==> config.mk <==
export PLATFORM = sky130hd
export DESIGN_NAME = zap_predecode_copro_dispatch
export DESIGN_NICKNAME = d
export VERILOG_FILES = /design/src/rtl/zap_predecode_copro_dispatch.sv
export SDC_FILE = /design/constraint.sdc
export NUM_CORES = 1
export LEC_CHECK = 0
export BUFFER_PORTS_ARGS = -buffer_cell sky130_fd_sc_hd__buf_2
export CAP_MARGIN = 25
export CORE_MARGIN = 1.5
export CORE_UTILIZATION = 40
export DETAILED_ROUTE_END_ITERATION = 8
export PLACE_DENSITY = 0.77
export SYNTH_ARGS = -nofsm -noshare
export SYNTH_HDL_FRONTEND = slang
export SYNTH_SLANG_ARGS = --single-unit
==> constraint.sdc <==
create_clock -name i_clk -period 2.3 [get_ports i_clk]
set_input_delay 0.46 -clock i_clk [delete_from_list [all_inputs] [get_ports i_clk]]
set_output_delay 0.46 -clock i_clk [all_outputs]
set_load 0.02 [all_outputs]
==> src/rtl/zap_predecode_copro_dispatch.sv <==
`default_nettype none
// ============================================================================
// Module      : zap_predecode_copro_dispatch
// Description : Coprocessor dispatch stage for the ZAP predecode path.
//               Detects CDP/MRC/MCR/LDC/STC (and *2 forms) and routes each
//               to one of NUM_CP channels by coprocessor number. The front
//               end stalls until the selected channel reports done.
//               Unmapped or USR-mode-forbidden accesses raise o_und.
//               Optional macro ZAP_COPRO_TIMEOUT_EN releases a hung channel
//               after TIMEOUT_CYCLES BUSY cycles.
// Revision    : 1.0 - initial release
// ============================================================================
module zap_predecode_copro_dispatch #(
    parameter int          NUM_CP         = 1,
    parameter logic [3:0]  CP_BASE        = 4'd15,
    parameter logic [15:0] USR_MASK       = 16'h0000,
    parameter int          TIMEOUT_CYCLES = 1024
) (
    input  logic              i_clk,
    input  logic              i_reset,
    input  logic [34:0]       i_instruction,
    input  logic              i_valid,
    input  logic              i_cpsr_ff_t,
    input  logic [4:0]        i_cpsr_ff_mode,
    input  logic              i_irq,
    input  logic              i_fiq,
    input  logic              i_clear_from_writeback,
    input  logic              i_data_stall,
    input  logic              i_clear_from_alu,
    input  logic              i_stall_from_shifter,
    input  logic              i_stall_from_issue,
    input  logic              i_clear_from_decode,
    input  logic              i_pipeline_dav,
    input  logic [NUM_CP-1:0] i_copro_done,
    output logic              o_irq,
    output logic              o_fiq,
    output logic [34:0]       o_instruction,
    output logic              o_valid,
    output logic              o_und,
    output logic              o_stall_from_decode,
    output logic [NUM_CP-1:0] o_copro_dav,
    output logic [31:0]       o_copro_word
);

    // Channel window [CP_BASE, CP_END) in 5 bits so CP_END may equal 16.
    localparam logic [4:0] USR_MODE = 5'b10000;
    localparam logic [4:0] CP_END   = {1'b0, CP_BASE} + 5'(NUM_CP);

    // Reject configurations that would map channels past p15.
    if ((int'(CP_BASE) + NUM_CP > 16) || (NUM_CP < 1)) begin : g_bad_channel_map
        $error("zap_predecode_copro_dispatch: CP_BASE+NUM_CP must be <= 16 and NUM_CP >= 1");
    end
    if (TIMEOUT_CYCLES < 2) begin : g_bad_timeout
        $error("zap_predecode_copro_dispatch: TIMEOUT_CYCLES must be >= 2");
    end

    typedef enum logic [0:0] {
        ST_IDLE = 1'b0,
        ST_BUSY = 1'b1
    } state_t;

    state_t            state;
    state_t            state_nxt;
    logic [NUM_CP-1:0] dav_nxt;
    logic [31:0]       word_nxt;

    logic              cp_op;
    logic [3:0]        cpn;
    logic [3:0]        ch;
    logic              in_range;
    logic              priv_ok;
    logic              eligible;
    logic [NUM_CP-1:0] ch_onehot;
    logic              done_hit;
    logic              timeout_hit;

    // Classification ignores the condition field; the Thumb state and the
    // extended opcode bits [34:32] exclude non-native encodings.
    assign cp_op    = i_valid && !i_cpsr_ff_t && (i_instruction[34:32] == 3'b000) &&
                      ((i_instruction[27:24] == 4'b1110) || (i_instruction[27:25] == 3'b110));
    assign cpn      = i_instruction[11:8];
    assign ch       = cpn - CP_BASE;
    assign in_range = (cpn >= CP_BASE) && ({1'b0, cpn} < CP_END);
    assign priv_ok  = (i_cpsr_ff_mode != USR_MODE) || USR_MASK[cpn];
    assign eligible = cp_op && in_range && priv_ok;

    // Only the channel currently being requested may complete the transaction.
    assign done_hit = (state == ST_BUSY) && (|(i_copro_done & o_copro_dav));

    assign o_instruction = i_instruction;
    assign o_valid       = i_valid;

`ifdef ZAP_COPRO_TIMEOUT_EN
    localparam int               CNT_W    = $clog2(TIMEOUT_CYCLES);
    localparam logic [CNT_W-1:0] CNT_LAST = CNT_W'(TIMEOUT_CYCLES - 1);

    logic [CNT_W-1:0] cnt;
    logic [CNT_W-1:0] cnt_nxt;

    assign timeout_hit = (state == ST_BUSY) && (cnt == CNT_LAST) && !done_hit;
`else
    assign timeout_hit = 1'b0;
`endif

    // Decode the channel index into the one-hot request vector.
    always_comb begin
        ch_onehot = '0;
        for (int k = 0; k < NUM_CP; k++) begin
            ch_onehot[k] = (ch == 4'(k));
        end
    end

    // Front-end facing outputs: stall and interrupt masking while a
    // coprocessor op is pending or in flight, UND for illegal accesses.
    always_comb begin
        o_stall_from_decode = 1'b0;
        o_und               = 1'b0;
        o_irq               = i_irq;
        o_fiq               = i_fiq;
        case (state)
            ST_IDLE: begin
                if (eligible) begin
                    o_stall_from_decode = 1'b1;
                    o_irq               = 1'b0;
                    o_fiq               = 1'b0;
                end else if (cp_op) begin
                    o_und = 1'b1;
                end
            end
            ST_BUSY: begin
                o_irq               = 1'b0;
                o_fiq               = 1'b0;
                o_stall_from_decode = !(done_hit || timeout_hit);
                o_und               = timeout_hit;
            end
            default: begin
                o_stall_from_decode = 1'b0;
            end
        endcase
    end

    // Next-state selection: clears and holds in their fixed priority order,
    // otherwise the IDLE/BUSY transition rules. A clear keeps the last word.
    always_comb begin
        state_nxt = state;
        dav_nxt   = o_copro_dav;
        word_nxt  = o_copro_word;
`ifdef ZAP_COPRO_TIMEOUT_EN
        cnt_nxt   = cnt;
`endif
        if (i_clear_from_writeback ||
            (!i_data_stall && i_clear_from_alu) ||
            (!i_data_stall && !i_stall_from_shifter && !i_stall_from_issue &&
             i_clear_from_decode)) begin
            state_nxt = ST_IDLE;
            dav_nxt   = '0;
`ifdef ZAP_COPRO_TIMEOUT_EN
            cnt_nxt   = '0;
`endif
        end else if (i_data_stall || i_stall_from_shifter || i_stall_from_issue) begin
            state_nxt = state;
        end else begin
            case (state)
                ST_IDLE: begin
                    if (eligible && !i_pipeline_dav) begin
                        state_nxt = ST_BUSY;
                        dav_nxt   = ch_onehot;
                        word_nxt  = i_instruction[31:0];
                    end
                end
                ST_BUSY: begin
                    if (done_hit || timeout_hit) begin
                        state_nxt = ST_IDLE;
                        dav_nxt   = '0;
`ifdef ZAP_COPRO_TIMEOUT_EN
                        cnt_nxt   = '0;
`endif
                    end else begin
`ifdef ZAP_COPRO_TIMEOUT_EN
                        cnt_nxt   = cnt + 1'b1;
`endif
                    end
                end
                default: begin
                    state_nxt = ST_IDLE;
                    dav_nxt   = '0;
                end
            endcase
        end
    end

    // State and request registers; reset drops any in-flight request at once.
    always_ff @(posedge i_clk or posedge i_reset) begin
        if (i_reset) begin
            state        <= ST_IDLE;
            o_copro_dav  <= '0;
            o_copro_word <= '0;
        end else begin
            state        <= state_nxt;
            o_copro_dav  <= dav_nxt;
            o_copro_word <= word_nxt;
        end
    end

`ifdef ZAP_COPRO_TIMEOUT_EN
    // BUSY-cycle counter used to release a channel that never answers.
    always_ff @(posedge i_clk or posedge i_reset) begin
        if (i_reset) begin
            cnt <= '0;
        end else begin
            cnt <= cnt_nxt;
        end
    end
`endif

endmodule
`default_nettype wire
==> impl_metrics.tcl <==
set metrics [dict create \
    fmax_mhz 460.7 \
    grt_usage_pct 14.64 \
    finalSetupViolCount 0 \
    avgSynthCellArea_um2 12.23 \
    std_cell_rows 23 \
    die_x_um 68.20 \
    start_util_pct 41.91 \
    cts_max_level 2 \
    cp.required_ps 1840 \
    first_pass_iters 3 \
    diodes 0 \
    tightest_slew_ps 422.9 \
    finalCritPeriodShare_pct 94.37 \
    p_per_area_nw_per_um2 535.9 \
    yosys_register_bits 34 \
    clock_skew_ps 6.047 \
    max-slew-margin-rel_pct 71.80 \
    place.port_buffers 126 \
    preCtsSetupSlack_ps 45.13 \
    grt_max_degree 35 \
    fin_nets 292 \
    hold_viol_final 0 \
    path_clk_slew_ps 70 \
    ys_warn_count 0 \
    vias 1289 \
    power_uw 1201 \
    overflow 0 \
    clock-sinks 34 \
    crit_type "primary input to output pin" \
    clock_path_buffers 2 \
    crit_chain "buf_2 -> nor4b_1 -> nand2_1 -> nor4_2 -> nor2_1 -> and2_1 -> buf_2" \
    drt_iter0_drc 45 \
    core_area_um2 4058 \
    first_global_vias 1129 \
    cts_tree "yes" \
    nFillCells 366 \
    post-route-min-period_ps 2170 \
    slowest_delay_ps 290 \
    wl_per_cell_um 11.58 \
    hp-class "primary input to async pin" \
    drcViolationCount 0 \
    synth.net_count 193 \
    critPathSlowestCell "nor4b_1" \
    wirelength_um 3347 \
    viasPerCell 4.460 \
    setup_slack_ps 129.6 \
    pin_count 127 \
    timing.hold.ws_ps 260.8 \
    hpwlAfterDp_um 2680 \
    seq_area_frac_synth_pct 50.04 \
    die_h_um 68.20 \
    drv_slew 0 \
    max_cap_violations 0 \
    grt_antenna_before_repair 0 \
    synthesis.area_um2 1700 \
    cp_max_fo 3 \
    rr_worst_depth 6 \
    area_growth_syn_to_layout_pct 31.79 \
    numCtsBuffers 5 \
    crit_top_cell "buf_2" \
    worstPathArrival_ps 1710 \
    syn_inst 139 \
    clk_latency_ps 280 \
    place_congestion 0.7429 \
    final_util_pct 55.23 \
    leakage_uw 0.001352 \
    ant_nets 0 \
    yosysUniqueCellTypes 25 \
    setup_tns_ps 0 \
    grt_first_pass_wirelength_um 5016 \
    ir_drop_mv 0.3387 \
    postCtsSetupBuffers 0 \
    die_area_um2 4651 \
    rsz0062_at_grt "no" \
    cts-root-buf "clkbuf_8" \
    critical_path.startpoint_type "primary input" \
    drive_above_1_share_pct 73.22 \
    status "finished clean" \
    worstSetupEndpointType "output pin" \
]
what timing repair did:
item,in CTS,in global routing
gates resized for setup,0,1
setup endpoints to repair,0,2
hold buffers,0,0
cells by family (layout without fill, tap and decap cells):
logic type,after synthesis,after routing,synth area share (%)
compound gates,4,4,1.546
flops,34,34,50.04
mux,26,26,17.22
simple gates,34,34,12.88
buf+inv,41,141,18.32
layout by cell type, fill, tap and decap left out, types with 2 or more instances in the layout:
cell type,count
mux2_2,26
nand2_1,2
buf_4,4
or2_2,6
o21ai_0,2
nor2_1,5
buf_2,126
and2_1,3
inv_1,2
nor3_1,2
dfrtp_1,34
clkbuf_8,6
or3_1,3
nor4_1,2
registers in the layout, indices dropped and copies added (netlist names):
| name | flops |
|---|---|
| o_copro_dav | 1 |
| state | 1 |
| o_copro_word | 32 |
worst max-delay path: cells and delay by family:
kind / cells / cell delay [ps]
buf+inv: 2 / 250
simple gates: 5 / 1000
through the flow:
| step | cells | area [um^2] |
|---|---|---|
| after floorplan | 139 | 1700 |
| after global placement | 281 | 2140 |
| after detailed placement | 281 | 2140 |
| after CTS | 289 | 2235 |
| after global routing | 289 | 2241 |
| final | 289 | 2241 |
Yosys cell counts, drive strengths merged:
| cell type | number | share of area (%) |
|---|---|---|
| or2 | 6 | 2.2 |
| nand3 | 1 | 0.29 |
| inv | 2 | 0.44 |
| nor3 | 3 | 1.2 |
| a22oi | 1 | 0.44 |
| dfrtp | 34 | 50 |
| buf | 39 | 18 |
| mux2 | 26 | 17 |
| nor2 | 5 | 1.1 |
| nor3b | 2 | 1.5 |
| and2 | 3 | 1.1 |
| a221oi | 1 | 0.52 |
| or3 | 3 | 1.1 |
| nor4b | 1 | 0.52 |
| nor4 | 3 | 1.1 |
| nand2 | 2 | 0.44 |
| and3 | 1 | 0.44 |
| nand4bb | 1 | 0.66 |
| nand4 | 1 | 0.37 |
| nand3b | 1 | 0.44 |
| o21ai | 2 | 0.59 |
| nor2b | 1 | 0.37 |
final cells by class:
cell class	instances	area [um^2]	share of cell area, %
Clock buffer	6	82.58	3.685
Clock inverter	2	12.51	0.5583
Inverter	2	7.507	0.3350
Multi-Input combinational cell	64	544.3	24.29
Sequential cell	34	850.8	37.97
Tap cell	50	62.56	2.792
Timing Repair Buffer	131	680.7	30.37
power by group:
group          switching [uW]  total [uW]  internal [uW]
Sequential             0.0397         598            598
Clock                     206         447            240
Combinational            93.6         156           62.6
worst paths after layout:
path	from	to	slack, ps
max	i_instruction[33]	o_fiq	130
min reg2reg	o_copro_word[27]$_DFFE_PP0P_	o_copro_word[27]$_DFFE_PP0P_	470
max reg2reg	state$_DFFE_PP0P_	o_copro_word[16]$_DFFE_PP0P_	180
min in group i_clk	i_instruction[15]	o_copro_word[15]$_DFFE_PP0P_	420
max in group asynchronous	i_reset	o_copro_word[22]$_DFFE_PP0P_	1730
min	i_reset	o_copro_word[9]$_DFFE_PP0P_	260
metal layers:
layer	vias up	share of wire (%)	track usage (%)
li1	638	-	-
met1	600	41	17.15
met2	49	53	25.24
met3	2	5.0	4.112
met4	0	0.39	5.750
met5	-	0	0
Power figures use the tool's default switching activity.
